<file path="src/rtl/mul_div_if.sv">
// Request/response bundle between the datapath and mul_div_unit.
//   start  : request strobe, sampled when the unit is idle or done
//   op     : RV32M funct3 (MUL, MULH, MULHSU, MULHU, DIV, DIVU, REM, REMU)
//   a, b   : rs1 / rs2 operands
//   busy   : operation in progress
//   done   : one-cycle result-valid pulse
//   result : result word, held until the next accepted start
interface mul_div_if #(
  parameter int unsigned WIDTH = 32
);
  logic             start;
  logic [2:0]       op;
  logic [WIDTH-1:0] a;
  logic [WIDTH-1:0] b;
  logic             busy;
  logic             done;
  logic [WIDTH-1:0] result;

  modport master (output start, op, a, b, input busy, done, result);
  modport slave  (input start, op, a, b, output busy, done, result);
endinterface

</file>
<file path="src/rtl/mul_div_unit.sv">
// Iterative RV32M multiply/divide unit. One bit per cycle: shift-add
// multiplication and restoring division on operand magnitudes, followed by a
// single sign-fix/select cycle.
//   clock  : rising-edge clock
//   resetn : asynchronous active-low reset
//   bus    : slave side of mul_div_if (start/op/a/b in, busy/done/result out)
module mul_div_unit #(
  parameter int unsigned WIDTH = 32
) (
  input  logic     clock,
  input  logic     resetn,
  mul_div_if.slave bus
);

  localparam int unsigned CW = $clog2(WIDTH);

  typedef enum logic [1:0] {
    S_IDLE,
    S_CALC,
    S_FIX,
    S_DONE
  } state_t;

  state_t           state_q;
  logic [CW-1:0]    cnt_q;
  logic [2:0]       op_q;
  logic [WIDTH-1:0] mcand_q;   // multiplicand (mul) or divisor (div) magnitude
  logic [WIDTH-1:0] hi_q;      // product high word / partial remainder
  logic [WIDTH-1:0] lo_q;      // multiplier -> product low word / dividend -> quotient
  logic             neg_q;     // product/quotient must be negated
  logic             rem_neg_q; // remainder takes the dividend's sign
  logic             dz_q;      // divisor was zero
  logic             busy_q;
  logic             done_q;
  logic [WIDTH-1:0] result_q;

  logic             accept;
  logic             signed_a;
  logic             signed_b;
  logic             a_neg;
  logic             b_neg;
  logic [WIDTH-1:0] a_mag;
  logic [WIDTH-1:0] b_mag;
  logic [WIDTH:0]   mul_sum;
  logic [WIDTH:0]   div_shift;
  logic [WIDTH:0]   div_diff;
  logic [2*WIDTH-1:0] prod;
  logic [2*WIDTH-1:0] prod_fix;
  logic [WIDTH-1:0] quo_fix;
  logic [WIDTH-1:0] rem_fix;
  logic [WIDTH-1:0] result_d;

  always_comb begin
    accept   = bus.start && (state_q == S_IDLE || state_q == S_DONE);
    signed_a = (bus.op == 3'b001) || (bus.op == 3'b010) ||
               (bus.op == 3'b100) || (bus.op == 3'b110);
    signed_b = (bus.op == 3'b001) || (bus.op == 3'b100) || (bus.op == 3'b110);
    a_neg    = signed_a && bus.a[WIDTH-1];
    b_neg    = signed_b && bus.b[WIDTH-1];
    a_mag    = a_neg ? (~bus.a + 1'b1) : bus.a;
    b_mag    = b_neg ? (~bus.b + 1'b1) : bus.b;

    mul_sum   = {1'b0, hi_q} + (lo_q[0] ? {1'b0, mcand_q} : '0);
    // Remainder stays below the divisor, so the shifted value fits in WIDTH+1
    // bits and bit WIDTH of the difference is a clean borrow flag.
    div_shift = {hi_q, lo_q[WIDTH-1]};
    div_diff  = div_shift - {1'b0, mcand_q};

    prod     = {hi_q, lo_q};
    prod_fix = neg_q ? (~prod + 1'b1) : prod;
    // Division by zero keeps the all-ones quotient regardless of dividend sign.
    quo_fix  = (neg_q && !dz_q) ? (~lo_q + 1'b1) : lo_q;
    rem_fix  = rem_neg_q ? (~hi_q + 1'b1) : hi_q;

    result_d = '0;
    case (op_q)
      3'b000:                 result_d = prod_fix[WIDTH-1:0];
      3'b001, 3'b010, 3'b011: result_d = prod_fix[2*WIDTH-1:WIDTH];
      3'b100, 3'b101:         result_d = quo_fix;
      default:                result_d = rem_fix;
    endcase
  end

  always_ff @(posedge clock or negedge resetn) begin
    if (!resetn) begin
      state_q   <= S_IDLE;
      cnt_q     <= '0;
      op_q      <= '0;
      mcand_q   <= '0;
      hi_q      <= '0;
      lo_q      <= '0;
      neg_q     <= 1'b0;
      rem_neg_q <= 1'b0;
      dz_q      <= 1'b0;
      busy_q    <= 1'b0;
      done_q    <= 1'b0;
      result_q  <= '0;
    end else begin
      case (state_q)
        S_IDLE, S_DONE: begin
          if (accept) begin
            state_q   <= S_CALC;
            cnt_q     <= '0;
            op_q      <= bus.op;
            hi_q      <= '0;
            neg_q     <= a_neg ^ b_neg;
            rem_neg_q <= a_neg;
            dz_q      <= (bus.b == '0);
            busy_q    <= 1'b1;
            done_q    <= 1'b0;
            if (bus.op[2]) begin
              mcand_q <= b_mag;
              lo_q    <= a_mag;
            end else begin
              mcand_q <= a_mag;
              lo_q    <= b_mag;
            end
          end else begin
            state_q <= S_IDLE;
            done_q  <= 1'b0;
          end
        end
        S_CALC: begin
          if (op_q[2]) begin
            if (!div_diff[WIDTH]) begin
              hi_q <= div_diff[WIDTH-1:0];
              lo_q <= {lo_q[WIDTH-2:0], 1'b1};
            end else begin
              hi_q <= div_shift[WIDTH-1:0];
              lo_q <= {lo_q[WIDTH-2:0], 1'b0};
            end
          end else begin
            hi_q <= mul_sum[WIDTH:1];
            lo_q <= {mul_sum[0], lo_q[WIDTH-1:1]};
          end
          if (cnt_q == CW'(WIDTH - 1)) begin
            cnt_q   <= '0;
            state_q <= S_FIX;
          end else begin
            cnt_q <= cnt_q + 1'b1;
          end
        end
        S_FIX: begin
          result_q <= result_d;
          state_q  <= S_DONE;
          busy_q   <= 1'b0;
          done_q   <= 1'b1;
        end
        default: begin
          state_q <= S_IDLE;
          busy_q  <= 1'b0;
          done_q  <= 1'b0;
        end
      endcase
    end
  end

  assign bus.busy   = busy_q;
  assign bus.done   = done_q;
  assign bus.result = result_q;

endmodule

</file>
<file path="src/flat_wrapper.sv">
// flat-port wrapper written by rule: the top's interface ports become plain ports
module mul_div_unit_flat 
#(
  parameter int unsigned WIDTH = 32
)
  (clock, resetn, bus_start, bus_op, bus_a, bus_b, bus_busy, bus_done, bus_result);
  mul_div_if #(.WIDTH(WIDTH)) bus_i ();
  input  logic clock;
  input  logic resetn;
  input wire logic [$bits(bus_i.start)-1:0] bus_start;
  input wire logic [$bits(bus_i.op)-1:0] bus_op;
  input wire logic [$bits(bus_i.a)-1:0] bus_a;
  input wire logic [$bits(bus_i.b)-1:0] bus_b;
  output wire logic [$bits(bus_i.busy)-1:0] bus_busy;
  output wire logic [$bits(bus_i.done)-1:0] bus_done;
  output wire logic [$bits(bus_i.result)-1:0] bus_result;
  assign bus_i.start = bus_start;
  assign bus_i.op = bus_op;
  assign bus_i.a = bus_a;
  assign bus_i.b = bus_b;
  assign bus_busy = bus_i.busy;
  assign bus_done = bus_i.done;
  assign bus_result = bus_i.result;
  mul_div_unit #(.WIDTH(WIDTH)) u_core (.clock(clock), .resetn(resetn), .bus(bus_i));
endmodule
</file>
<file path="config.mk">
export PLATFORM = sky130hd
export DESIGN_NAME = mul_div_unit_flat
export DESIGN_NICKNAME = d
export VERILOG_FILES = /design/src/rtl/mul_div_if.sv /design/src/rtl/mul_div_unit.sv /design/src/flat_wrapper.sv
export SDC_FILE = /design/constraint.sdc
export NUM_CORES = 1
export LEC_CHECK = 0
export ABC_CLOCK_PERIOD_IN_PS = 10200
export BUFFER_PORTS_ARGS = -buffer_cell sky130_fd_sc_hd__buf_2
export CORE_MARGIN = 4
export CORE_UTILIZATION = 55
export DETAILED_ROUTE_END_ITERATION = 16
export GPL_TIMING_DRIVEN = 0
export PLACE_DENSITY = 0.8
export SYNTH_ARGS = -nofsm -noshare
export SYNTH_HDL_FRONTEND = slang
export SYNTH_SLANG_ARGS = --single-unit
</file>
<file path="constraint.sdc">
create_clock -name clock -period 10.2 [get_ports clock]
set_clock_uncertainty 0.2 [all_clocks]
set_input_delay 1.02 -clock clock [delete_from_list [all_inputs] [get_ports clock]]
set_output_delay 1.02 -clock clock [all_outputs]
set_load 0.01 [all_outputs]
</file>
# After elaboration in Yosys (flattened, before gate mapping)
# Index checks and enable logic that the tools add are counted.
dict set report totals {
  mem_bits_ro 0
  inputBits 70
  reg_bits 143
  wordCells 89
  mem_count 0
  out_inout_bits 34
  ramBits 0
  latchBits 0
}
dict set report classes {
  n_lt_le_gt_ge 0
  muxes 26
  bitwise 6
  div_mod_pow 0
  n_reduce_logical 22
  mul 0
  eq_ne 15
  addsub 8
  shifts 0
}
# op n
set op_table {}
lappend op_table {{32-bit 2-to-1 mux} 12}
lappend op_table {{32-bit by 1-bit adder with 32-bit output (second input constant)} 4}
lappend op_table {{32-bit inverter} 4}
lappend op_table {{32-bit case mux with 2 select lines} 2}
lappend op_table {{32-bit case mux with 3 select lines} 1}
lappend op_table {{64-bit by 1-bit adder with 64-bit output (second input constant)} 1}
lappend op_table {{64-bit 2-to-1 mux} 1}
lappend op_table {{64-bit inverter} 1}
lappend op_table {{32-bit by 33-bit adder with 33-bit output} 1}
lappend op_table {{33-bit by 32-bit subtractor with 33-bit output} 1}
lappend op_table {{32-bit zero test} 1}
lappend op_table {{3-bit == test (second input constant)} 4}
lappend op_table {{5-bit 2-to-1 mux} 2}
lappend op_table {{5-bit case mux with 2 select lines} 1}
lappend op_table {{3-bit by 2-bit == test with 1-bit output (second input constant)} 3}
lappend op_table {{3-bit by 1-bit == test with 1-bit output (second input constant)} 2}
lappend op_table {{1-bit logical OR} 6}
lappend op_table {{2-bit case mux with 3 select lines} 1}
lappend op_table {{2-bit AND reduction} 3}
lappend op_table {{5-bit by 1-bit adder with 5-bit output (second input constant)} 1}
lappend op_table {{5-bit == test (second input constant)} 1}
lappend op_table {{2-bit == test (second input constant)} 2}
lappend op_table {{1-bit logical AND} 4}
lappend op_table {{2-bit by 1-bit inequality test with 1-bit output (second input constant)} 2}
lappend op_table {{other kinds (11)} 16}

# Longest topological paths before layout
dict set report depth {
  depth_word 9
  ltp_mapped 15
  ltp_nobuf 14
}

# Worst setup path after synthesis
# Ideal clock, no wire load.
dict set report synth_path {
  path_type {input to register}
  from {input bus_b[0]}
  to {register u_core.mcand_q[28]}
  path_buffers 0
  cell_stages 11
  required_ns 9.875
  setup_slack_ns 6.275
  arrival_time_ns 3.600
  cell_sequence {inv_1 > ha_1 > or3b_2 > nor3_1 > and3b_1 > nand2_1 > or4_1 > o21ai_0 > xor2_1 > mux2i_1 > mux2_2}
}
dict set report synth_between {
  elab_chain_cells 4
}
# item line
set synth_rtl {}
lappend synth_rtl {{start: declaration} flat_wrapper.sv:13} ;# input wire logic [$bits(bus_i.b)-1:0] bus_b;
lappend synth_rtl {{32-bit inverter} mul_div_unit.sv:61} ;# b_mag = b_neg ? (~bus.b + 1'b1) : bus.b;
lappend synth_rtl {{32-bit by 1-bit adder with 32-bit output} mul_div_unit.sv:61}
lappend synth_rtl {{32-bit 2-to-1 mux} mul_div_unit.sv:61}
lappend synth_rtl {{32-bit 2-to-1 mux} mul_div_unit.sv:111} ;# if (bus.op[2]) begin
lappend synth_rtl {{end signal: assignment} mul_div_unit.sv:112} ;# mcand_q <= b_mag;
lappend synth_rtl {{end signal: assignment} mul_div_unit.sv:115} ;# mcand_q <= a_mag;
lappend synth_rtl {{end: declaration} mul_div_unit.sv:27} ;# logic [WIDTH-1:0] mcand_q;
# Every way passes these cells.
# A chain may end at the register's enable or synchronous reset.

# Worst setup path after layout
dict set report layout_path {
  from {register u_core.hi_q[0]}
  to {register u_core.hi_q[28]}
}
dict set report layout_between {
  elab_chain_cells 4
}
# item line
set layout_rtl {}
lappend layout_rtl {{start: declaration} mul_div_unit.sv:28} ;# logic [WIDTH-1:0] hi_q;
lappend layout_rtl {{start signal: assignment} mul_div_unit.sv:126} ;# hi_q <= div_diff[WIDTH-1:0];
lappend layout_rtl {{start signal: assignment} mul_div_unit.sv:129} ;# hi_q <= div_shift[WIDTH-1:0];
lappend layout_rtl {{start signal: assignment} mul_div_unit.sv:133} ;# hi_q <= mul_sum[WIDTH:1];
lappend layout_rtl {{33-bit by 32-bit subtractor with 33-bit output} mul_div_unit.sv:67} ;# div_diff = div_shift - {1'b0, mcand_q};
lappend layout_rtl {{32-bit 2-to-1 mux} mul_div_unit.sv:125} ;# if (!div_diff[WIDTH]) begin
lappend layout_rtl {{32-bit 2-to-1 mux (*)} mul_div_unit.sv:124} ;# if (op_q[2]) begin
lappend layout_rtl {{32-bit case mux with 2 select lines (*)} mul_div_unit.sv:99} ;# case (state_q)
# Every way passes the cells marked *; elsewhere a longest branch is shown, timed or not.

==> summary.txt <==
Outcome
  – Status: finished, final reports clean

GRT
  – Remaining Overflow, GRT: 0
  – GRT Overall Usage: 0.379
  – Initial antenna violation count: 0
  – Vias in the first global route: 14900
  – Pin count of the biggest net entering global routing: 90
  – First-pass GRT wire length: 86600 um

Clock network
  – Reg clk slew, reported paths: 70 ps
  – Clk Latency, worst-skew pair: 450 ps
  – Setup bufs post-CTS: 0
  – Root buf cell: clkbuf_16
  – H-tree Lvls: 4
  – CTS sink cnt: 143
  – Clock tree buffer depth: 2
  – Post_cts resized: 0
  – # hold bufs at CTS: 0
  – CTS tree: yes
  – Total CTS buffers: 17

Yosys
  – Distinct cells, synth: 85
  – FF+latch count, synth: 143
  – Number of flops mapped to enable cells by yosys: 0
  – Cells after Synth: 1984
  – Synth Net Count: 2129
  – Mapped cell area: 0.0149 mm^2
  – Synth warn: 0
  – Post-synth ARST share: 1.00
  – Register area share after synthesis: 0.241
  – Most frequent cell after synthesis: nor2_1
  – Commonest cells post-synth: 205 x nor2_1, 188 x o21ai_0, 187 x nand2_1
  – Avg Inst Size Synth: 7.49 um^2
  – Share of the synthesized area in the top cell type: 0.241
  – Main synth FF type: dfrtp_1
  – Ranking of synthesized cells by area: dfrtp_1 24%, xnor2_1 6.4%, o21ai_0 6.3%
  – Synth area leader: dfrtp_1

Final layout
  – Fin area: 0.0164 mm^2
  – Non-Filler Instances: 2454
  – Synth-to-Final Area Change: 10.5%
  – Share of cells above drive strength 1: 0.101
  – Number of diodes: 0
  – Final nets: 2251

Drt
  – Total Wirelength: 56600 um
  – Drt first pass iters: 6
  – DR WL/cell: 23.1 um
  – DRC Markers: 0
  – Iter 0 DRT Violations: 2090
  – Vias: 15900
  – Vias/cell: 6.48
  – Post-route ant nets: 0

Pwr
  – Combinational share of power: 0.733
  – Leakage: 0.00704 uW
  – Switch Pwr: 3720 uW
  – Sw Share: 0.568
  – Cell Int Power: 2830 uW
  – Seq pwr share: 0.168
  – Clock power frac: 0.099
  – Pwr dens: 399 mW/mm^2
  – Worst ir drop on vdd: 185 uV

Worst setup path
  – Worst EP required: 10310 ps
  – Startpoint types: flop
  – Worst R2R Setup Slack: 4760 ps
  – CP cell instances: clkbuf_1 -> inv_1 -> fa_1 -> nand2b_1 -> a211oi_1 -> o21ai_0 -> a31o_2 -> a31oi_1 -> a31oi_1 -> xnor2_1 -> clkbuf_1 -> clkbuf_1 -> nor2_1 -> a31oi_1 -> o211ai_1
  – Crit path kind: reg -> reg
  – R2R Path Start: u_core.hi_q[0]$_DFFE_PN0P_
  – Nature of the critical path endpoint: flop
  – CP Max Fanout: 10
  – Critical Path Max Stage Delay: 610 ps
  – Worst path arrival time: 5550 ps
  – FF-to-FF End: u_core.hi_q[28]$_DFFE_PN0P_
  – Worst reg2reg path depth: 15
  – Slowest-stage cell, CP: xnor2_1

Worst hold path
  – WHS Path Cells: 2
  – Hold Path Origin: u_core.mcand_q[7]$_DFFE_PN0P_
  – Worst Hold Class: reg -> reg
  – Worst hold endpoint: u_core.mcand_q[7]$_DFFE_PN0P_

Placed design
  – Post-detail-place hpwl: 44500 um
  – Routability cong.: 1.07
  – DP Area: 0.0158 mm^2
  – I/O Buffers: 102
  – Placed instance count: 2422

STA
  – Final hold violation count: 0
  – Final setup fails: 0
  – Max-slew violation count: 0
  – Worst slew margin: 0.142
  – Final setup TNS: 0 ps
  – Slew @ Worst Pin: 1270 ps
  – Tcrit/Tclk final: 0.533
  – Crit path time final: 5440 ps
  – Fmax: 0.184 GHz
  – RSZ-0062 raised after global routing: no

Floorplanning
  – Die H: 172 um
  – Die area: 0.0297 mm^2
  – CORE AREA: 0.0264 mm^2
  – # rows: 59
  – Initial Utilization: 0.564
  – Ports: 104
  – Die width: 172 um

Flow run
  – Max Cap Viol: 0
power groups by stage:
stage | sequential [uW] | combinational (uW) | clock, uW
final | 1100 | 4800 | 651
after global routing | 1120 | 5190 | 675
after CTS | 1080 | 4650 | 652
after detailed placement | 1090 | 4620 | 0
after global placement | 1080 | 4570 | 0
after floorplan | 1030 | 3270 | 0
cells by family after synthesis:
| logic type | Yosys count | synth area share |
|---|---|---|
| flip-flops | 143 | 0.241 |
| AND/OR/NAND/NOR | 598 | 0.187 |
| XOR/XNOR | 193 | 0.114 |
| AO/OA/AOI/OAI | 662 | 0.277 |
| buffers and inverters | 237 | 0.0630 |
| adder cells (fa/ha/maj) | 75 | 0.0642 |
| multiplexers | 76 | 0.0542 |
layout make-up:
class / instances / area (um^2)
Timing Repair Buffer: 103 / 544
Multi-Input combinational cell: 1604 / 10300
Clock inverter: 15 / 169
Sequential cell: 143 / 3580
Fill cell: 2465 / 9940
Buffer: 152 / 617
Inverter: 85 / 319
Clock buffer: 17 / 425
Tap cell: 335 / 419
registers in the layout, summed over array words and instances, names as in the netlist:
name               cells
u_core.rem_neg_q       1
u_core.cnt_q           5
u_core.neg_q           1
u_core.op_q            3
u_core.mcand_q        32
u_core.hi_q           32
u_core.state_q         2
u_core.bus.busy        1
u_core.lo_q           32
u_core.bus.result     32
u_core.dz_q            1
u_core.bus.done        1
per-stage QoR:
step / hold slack, ps / power (uW) / util / worst slack (ps)
after floorplan: 250 / 4300 / - / 6280
after global placement: 263 / 5650 / 0.599 / 4880
after detailed placement: 271 / 5710 / 0.600 / 4930
after CTS: 286 / 6380 / 0.623 / 4890
after global routing: 308 / 6990 / 0.623 / 4430
final: 277 / 6550 / 0.623 / 4760
how the worst max path moves through the flow:
stage / from / end / slack, ps / cells after the start
final: u_core.hi_q[0]$_DFFE_PN0P_ / u_core.hi_q[28]$_DFFE_PN0P_ / 4760 / 15
after global routing: u_core.hi_q[0]$_DFFE_PN0P_ / u_core.hi_q[28]$_DFFE_PN0P_ / 4430 / 15
after CTS: u_core.hi_q[0]$_DFFE_PN0P_ / u_core.hi_q[28]$_DFFE_PN0P_ / 4890 / 15
after detailed placement: u_core.hi_q[0]$_DFFE_PN0P_ / u_core.hi_q[28]$_DFFE_PN0P_ / 4930 / 15
after global placement: u_core.hi_q[0]$_DFFE_PN0P_ / u_core.hi_q[28]$_DFFE_PN0P_ / 4880 / 15
after floorplan: bus_b[0] / u_core.mcand_q[28]$_DFFE_PN0P_ / 6280 / 11
placed cells by master (no fill, tap or decap), types with 17 or more instances in the layout:
cell	instances
dfrtp_1	143
o21ai_1	21
inv_1	85
buf_2	112
xnor2_1	108
clkbuf_16	17
xor2_1	85
a22oi_1	21
ha_1	73
mux2i_1	40
a31oi_1	33
or3_1	18
nand2_1	187
nand3_1	20
mux2_2	36
a211oi_1	32
nor2_1	205
a21oi_1	180
clkbuf_1	122
a21o_1	31
nor3_1	45
o31ai_1	33
nand2b_1	23
o21ai_0	188
critical path: cells and delay by family, from the launching register on:
family                   cells  cell delay (ps)
XOR/XNOR                     1              610
AND/OR/NAND/NOR              2              310
flip-flops                   1              400
AO/OA/AOI/OAI                7             1800
adder cells (fa/ha/maj)      1              450
buffers and inverters        4             1530
per-layer routing:
layer / routed length [um] / track usage / vias up
li1: - / - / 7351
met1: 23700 / 0.529 / 7493
met2: 23800 / 0.569 / 913
met3: 6200 / 0.0777 / 151
met4: 2850 / 0.167 / 0
met5: 0 / 0 / -
Power figures use the tool's default switching activity.
